File: config.mk
export PLATFORM = sky130hd
export DESIGN_NAME = mult_seq
export DESIGN_NICKNAME = d
export VERILOG_FILES = /design/src/rtl/mult_pkg.sv /design/src/rtl/mult_cla_add.sv /design/src/rtl/mult_seq.sv
export SDC_FILE = /design/constraint.sdc
export NUM_CORES = 1
export LEC_CHECK = 0
export ABC_AREA = 1
export CORE_MARGIN = 3
export CORE_UTILIZATION = 50
export DETAILED_ROUTE_END_ITERATION = 6
export PLACE_DENSITY = 0.8
export SLEW_MARGIN = 0
export SYNTH_ARGS = -nofsm -noshare
export SYNTH_HDL_FRONTEND = slang
export SYNTH_HIERARCHICAL = 1
export SYNTH_SLANG_ARGS = --single-unit
File: constraint.sdc
create_clock -name clock -period 7 [get_ports clock]
set_input_delay 1.4 -clock clock [delete_from_list [all_inputs] [get_ports clock]]
set_output_delay 1.4 -clock clock [all_outputs]
set_load 0.03 [all_outputs]
File: src/rtl/mult_pkg.sv
// Shared definitions for the sequential signed multiplier: FSM states, default width,
// and the iteration-counter width helper.
package mult_pkg;

  localparam int unsigned MULT_WIDTH_DEF = 32;
  localparam int unsigned MULT_CNT_W     = $clog2(MULT_WIDTH_DEF);

  typedef enum logic [1:0] {
    StIdle,
    StRun,
    StFix,
    StDone
  } mult_state_e;

  function automatic int unsigned mult_cnt_w(input int unsigned width);
    return $clog2(width);
  endfunction

endpackage

File: src/rtl/mult_cla_add.sv
// WIDTH-bit carry-lookahead adder made of 4-bit lookahead cells, rippling carry between cells.
module mult_cla_add
  import mult_pkg::*;
#(
  parameter int unsigned WIDTH = MULT_WIDTH_DEF
) (
  input  logic [WIDTH-1:0] a,
  input  logic [WIDTH-1:0] b,
  input  logic             cin,
  output logic [WIDTH-1:0] sum,
  output logic             cout
);

  localparam int unsigned NCELL = WIDTH / 4;

  logic [NCELL:0] w_c;

  assign w_c[0] = cin;

  for (genvar i = 0; i < NCELL; i++) begin : g_cell
    logic [3:0] w_p;
    logic [3:0] w_g;
    logic [4:0] w_cc;

    assign w_p = a[4*i +: 4] ^ b[4*i +: 4];
    assign w_g = a[4*i +: 4] & b[4*i +: 4];

    // All cell carries derived directly from the cell carry-in.
    assign w_cc[0] = w_c[i];
    assign w_cc[1] = w_g[0] | (w_p[0] & w_cc[0]);
    assign w_cc[2] = w_g[1] | (w_p[1] & w_g[0]) | (w_p[1] & w_p[0] & w_cc[0]);
    assign w_cc[3] = w_g[2] | (w_p[2] & w_g[1]) | (w_p[2] & w_p[1] & w_g[0])
                   | (w_p[2] & w_p[1] & w_p[0] & w_cc[0]);
    assign w_cc[4] = w_g[3] | (w_p[3] & w_g[2]) | (w_p[3] & w_p[2] & w_g[1])
                   | (w_p[3] & w_p[2] & w_p[1] & w_g[0])
                   | (w_p[3] & w_p[2] & w_p[1] & w_p[0] & w_cc[0]);

    assign sum[4*i +: 4] = w_p ^ w_cc[3:0];
    assign w_c[i+1]      = w_cc[4];
  end

  assign cout = w_c[NCELL];

endmodule

File: src/rtl/mult_seq.sv
// Sequential radix-2 signed multiplier (sign-magnitude shift-add, one bit per cycle).
// Optional overflow output enabled by defining MULT_OVF_EN.
module mult_seq
  import mult_pkg::*;
#(
  parameter int unsigned WIDTH = MULT_WIDTH_DEF
) (
  input  logic             clock,
  input  logic             reset,
  input  logic             start,
  input  logic [WIDTH-1:0] operand_a,
  input  logic [WIDTH-1:0] operand_b,
  output logic             busy,
  output logic             done,
  output logic [WIDTH-1:0] result
`ifdef MULT_OVF_EN
  ,
  output logic             overflow
`endif
);

  localparam int unsigned CW = mult_cnt_w(WIDTH);

  mult_state_e        r_state;
  logic [WIDTH-1:0]   r_mag_a;
  logic [WIDTH-1:0]   r_mb;
  logic               r_sign_a;
  logic               r_sign_b;
  logic [2*WIDTH-1:0] r_acc;
  logic [CW-1:0]      r_cnt;
  logic               r_busy;
  logic               r_done;
  logic [WIDTH-1:0]   r_result;

  logic [WIDTH-1:0]   w_mag_a;
  logic [WIDTH-1:0]   w_mag_b;
  logic               w_in_fix;
  logic               w_neg;
  logic [WIDTH-1:0]   w_add_a;
  logic [WIDTH-1:0]   w_add_b;
  logic [WIDTH-1:0]   w_sum;
  logic               w_cout;

  // Most-negative input maps to 2^(WIDTH-1), which is exact as an unsigned value.
  assign w_mag_a = operand_a[WIDTH-1] ? (~operand_a + WIDTH'(1)) : operand_a;
  assign w_mag_b = operand_b[WIDTH-1] ? (~operand_b + WIDTH'(1)) : operand_b;

  assign w_in_fix = (r_state == StFix);
  assign w_neg    = r_sign_a ^ r_sign_b;

  // Adder is shared: RUN adds |a| to the upper half, FIX forms ~acc_lo + 1.
  assign w_add_a = w_in_fix ? ~r_acc[WIDTH-1:0] : r_acc[2*WIDTH-1:WIDTH];
  assign w_add_b = (!w_in_fix && r_mb[0]) ? r_mag_a : '0;

  mult_cla_add #(
    .WIDTH(WIDTH)
  ) u_add (
    .a   (w_add_a),
    .b   (w_add_b),
    .cin (w_in_fix),
    .sum (w_sum),
    .cout(w_cout)
  );

`ifdef MULT_OVF_EN
  logic r_ovf;
  logic w_ovf;

  // Negative results may reach magnitude 2^(WIDTH-1); positive ones only 2^(WIDTH-1)-1.
  assign w_ovf = w_neg ? ((|r_acc[2*WIDTH-1:WIDTH]) || (r_acc[WIDTH-1] && (|r_acc[WIDTH-2:0])))
                       : (|r_acc[2*WIDTH-1:WIDTH-1]);

  always_ff @(posedge clock or posedge reset) begin
    if (reset) begin
      r_ovf <= 1'b0;
    end else if (w_in_fix) begin
      r_ovf <= w_ovf;
    end
  end

  assign overflow = r_ovf;
`endif

  always_ff @(posedge clock or posedge reset) begin
    if (reset) begin
      r_state  <= StIdle;
      r_mag_a  <= '0;
      r_mb     <= '0;
      r_sign_a <= 1'b0;
      r_sign_b <= 1'b0;
      r_acc    <= '0;
      r_cnt    <= '0;
      r_busy   <= 1'b0;
      r_done   <= 1'b0;
      r_result <= '0;
    end else begin
      unique case (r_state)
        StIdle: begin
          if (start) begin
            r_mag_a  <= w_mag_a;
            r_mb     <= w_mag_b;
            r_sign_a <= operand_a[WIDTH-1];
            r_sign_b <= operand_b[WIDTH-1];
            r_acc    <= '0;
            r_cnt    <= '0;
            r_busy   <= 1'b1;
            r_state  <= StRun;
          end
        end
        StRun: begin
          r_acc <= {w_cout, w_sum, r_acc[WIDTH-1:1]};
          r_mb  <= r_mb >> 1;
          if (r_cnt == CW'(WIDTH - 1)) begin
            r_cnt   <= '0;
            r_state <= StFix;
          end else begin
            r_cnt <= r_cnt + 1'b1;
          end
        end
        StFix: begin
          r_result <= w_neg ? w_sum : r_acc[WIDTH-1:0];
          r_done   <= 1'b1;
          r_state  <= StDone;
        end
        StDone: begin
          r_done  <= 1'b0;
          r_busy  <= 1'b0;
          r_state <= StIdle;
        end
        default: r_state <= StIdle;
      endcase
    end
  end

  assign busy   = r_busy;
  assign done   = r_done;
  assign result = r_result;

endmodule

==> metrics.yaml <==
detailed_place_hpwl_um: 19170
grt_overflow_total: 0
vdd_drop_max_mv: 0.3651
placeableCoreArea_um2: 21220
layout_cell_share_with_drive_strength_beyond_1_pct: 5.521
clkSlewWorstSetupHoldPaths_ns: 0.06
yosysWarnings: 6
yosys_register_bits: 171
first_pass_iters: 5
worst_setup_path_start_kind: "register"
floorplan.die_area_um2: 23570
endpoints_failing_hold: 0
synthTopCellsByArea: "dfrtp_1 (39%), nand2_1 (14%), nor2_1 (6.7%)"
netlist_instances: 1522
clkLatencyLatePin_ns: 0.43
drt_drc_violations_left: 0
die_height_um: 153.5
cts-root-to-sink-buffers: 2
power.leakage_nw: 6.215
area_delta_synth_final_pct: 15.72
grt_setup_unrepaired: "false"
cts.sink_count: 171
path_class: "register to register"
grt_pass1_wl_um: 47610
cts_made_buffers: 17
clk_root_buffer_cell: "clkbuf_16"
global_route.usage.total_pct: 24.24
share_of_the_clock_period_used_by_the_worst_path_pct: 61.94
setup_tns_ns: 0
fraction_of_registers_with_async_set_or_reset_after_synthesis_pct: 100.0
via_per_inst: 5.532
num_rows: 53
worst_clock_skew_ns: 0.01033
critical_path_arrival_ns: 4.69
drt_first_iter_violations: 772
timing_max_transition_violations_final: 0
final_period_minus_worst_setup_slack_ns: 4.336
drv.max_cap_violation_count: 0
dp.cells: 1838
detailroute.via_count: 10340
postSynth.topFlopCell: "dfrtp_1"
wl_per_cell_um: 15.18
layoutNonFillerInstCount: 1869
io_pins: 101
yosysSeqAreaShare_pct: 39.33
worst_hold_path_type: "register to register"
power_density_nw_per_um2: 487.9
relSlewSlack_pct: 18.36
ctsHoldBuffers: 0
cts_max_level: 4
max_clock_freq_mhz: 230.6
synth_top_area_share_pct: 39.33
initial_core_util_pct: 51.27
finalWirelength_um: 28380
tritoncts: "built"
netlist_area_um2: 10880
insertedDiodeCount: 0
synth.largest_area_cell: "dfrtp_1"
critical_path.max_fanout: 32
port_buffers: 100
synth.net_count: 1637
post-cts-setup-buffers: 0
finish.net_count: 1697
cp-end-kind: "register"
via_count_of_the_first_global_routing_pass: 9794
netlist_top_cells_count: "nand2_1 (393), nor2_1 (195), dfrtp_1 (171)"
synth_cell_types: 42
synthesis.area_per_instance_um2: 7.149
critical_path_required_ns: 7.36
dominant_cell_by_count_in_the_synthesized_netlist: "nand2_1"
post_cts_resize_count: 0
grt_max_degree: 115
antenna_violating_nets_post_route: 0
die_w_um: 153.5
outcome: "finished, final reports clean"
final_setup_violation_count: 0
synth_enable_flop_cells: 0
tightestPinTransition_ns: 1.222
gp_congestion: 0.9200
antenna_violations_before_repair: 0
cell usage in the layout (no fill, tap or decap), types with 10 or more instances in the layout:
cell / Yosys / final
nand2_2: 13 / 13
inv_1: 149 / 148
a21oi_1: 59 / 59
clkbuf_16: 0 / 17
o21ai_0: 130 / 130
xor2_1: 21 / 21
o21ai_1: 17 / 17
nand3_1: 142 / 142
o22ai_1: 33 / 33
nand2_4: 10 / 10
dfrtp_1: 171 / 171
clkdlybuf4s50_1: 0 / 100
nand2_1: 393 / 393
ha_1: 40 / 39
nor2_1: 195 / 195
sequential cells by signal (all words and copies together), names as in the netlist:
name and flops:
result 32, r_acc 64, r_mb 32, r_mag_a 32, done 1, r_state 2, busy 1, r_cnt 5
r_sign_b 1, r_sign_a 1
layout make-up:
cell class / count / area, um2
Fill cell: 1902 / 8630
Multi-Input combinational cell: 1127 / 5705
Sequential cell: 171 / 4279
Timing Repair Buffer: 109 / 1069
Inverter: 156 / 590.6
Clock buffer: 20 / 466.7
Tap cell: 275 / 344.1
Clock inverter: 11 / 136.4
kinds of logic (layout without fill, tap and decap cells):
logic type | count (synthesis) | count (layout) | synth area share [%]
flip-flops | 171 | 171 | 39.33
buffers and inverters | 224 | 296 | 8.326
AO/OA/AOI/OAI | 255 | 255 | 12.61
XOR/XNOR | 30 | 30 | 2.415
adder cells (fa/ha/maj) | 48 | 48 | 6.072
AND/OR/NAND/NOR | 794 | 794 | 31.24
metrics by stage:
stage / total power, mW / hold WS [ns] / util, % / cell area, um2 / setup WS [ns]
after floorplan: 4.202 / 0.4422 / - / 10880 / 0.9682
after global placement: 4.992 / 0.4535 / 56.49 / 11990 / 2.804
after CTS: 6.112 / 0.4740 / 59.33 / 12590 / 2.642
after global routing: 6.679 / 0.4904 / 59.33 / 12590 / 2.242
after detailed placement: 5.104 / 0.4584 / 56.49 / 11990 / 2.697
final: 6.143 / 0.4719 / 59.33 / 12590 / 2.664
worst max-delay path, cell delays in order (launching register included):
cell,delay (ns)
dfrtp_1,0.40
inv_1,0.11
ha_1,0.19
inv_2,0.04
nand2_1,0.88
nor2_1,0.18
ha_1,0.40
a21oi_1,0.16
nand2_1,0.06
nor2_1,0.11
nand2_2,0.10
nand2_2,0.07
nand2_2,0.07
nand2_2,0.09
nand2_4,0.07
nand2_4,0.07
nand2_4,0.07
nand2_4,0.08
nand2_4,0.07
nand2_4,0.08
nand2_4,0.07
fa_1,0.38
xor2_1,0.24
o21ai_0,0.14
o21ai_1,0.15
path summary, 6_finish.rpt:
check,to,from,slack [ns],cells past startpoint
max in group asynchronous,r_mag_a[5]$_DFFE_PP0P_,reset,4.05,3
min in group asynchronous,r_mb[6]$_DFFE_PP0P_,reset,1.60,2
worst min-delay path,r_acc[32]$_DFFE_PP0P_,r_acc[32]$_DFFE_PP0P_,0.47,2
worst max-delay path,result[29]$_DFFE_PP0P_,r_state[0]$_DFFE_PP0P_,2.66,24
worst min register to register,r_acc[32]$_DFFE_PP0P_,r_acc[32]$_DFFE_PP0P_,0.47,2
worst max register to register,result[29]$_DFFE_PP0P_,r_state[0]$_DFFE_PP0P_,2.66,24
layer usage:
metal	vias up	wire (um)	global-route usage (%)
met5	-	0	0
met4	0	636	8.032
met2	360	13740	39.63
li1	5045	-	-
met1	4874	12390	32.68
met3	60	1606	4.644
power by group:
group | internal [mW] | total, mW | switching [mW]
combinational | 1.18 | 3.46 | 2.28
sequential | 1.45 | 1.71 | 0.269
clock | 0.557 | 0.964 | 0.407
No activity file was read; power rests on OpenSTA's default activity.
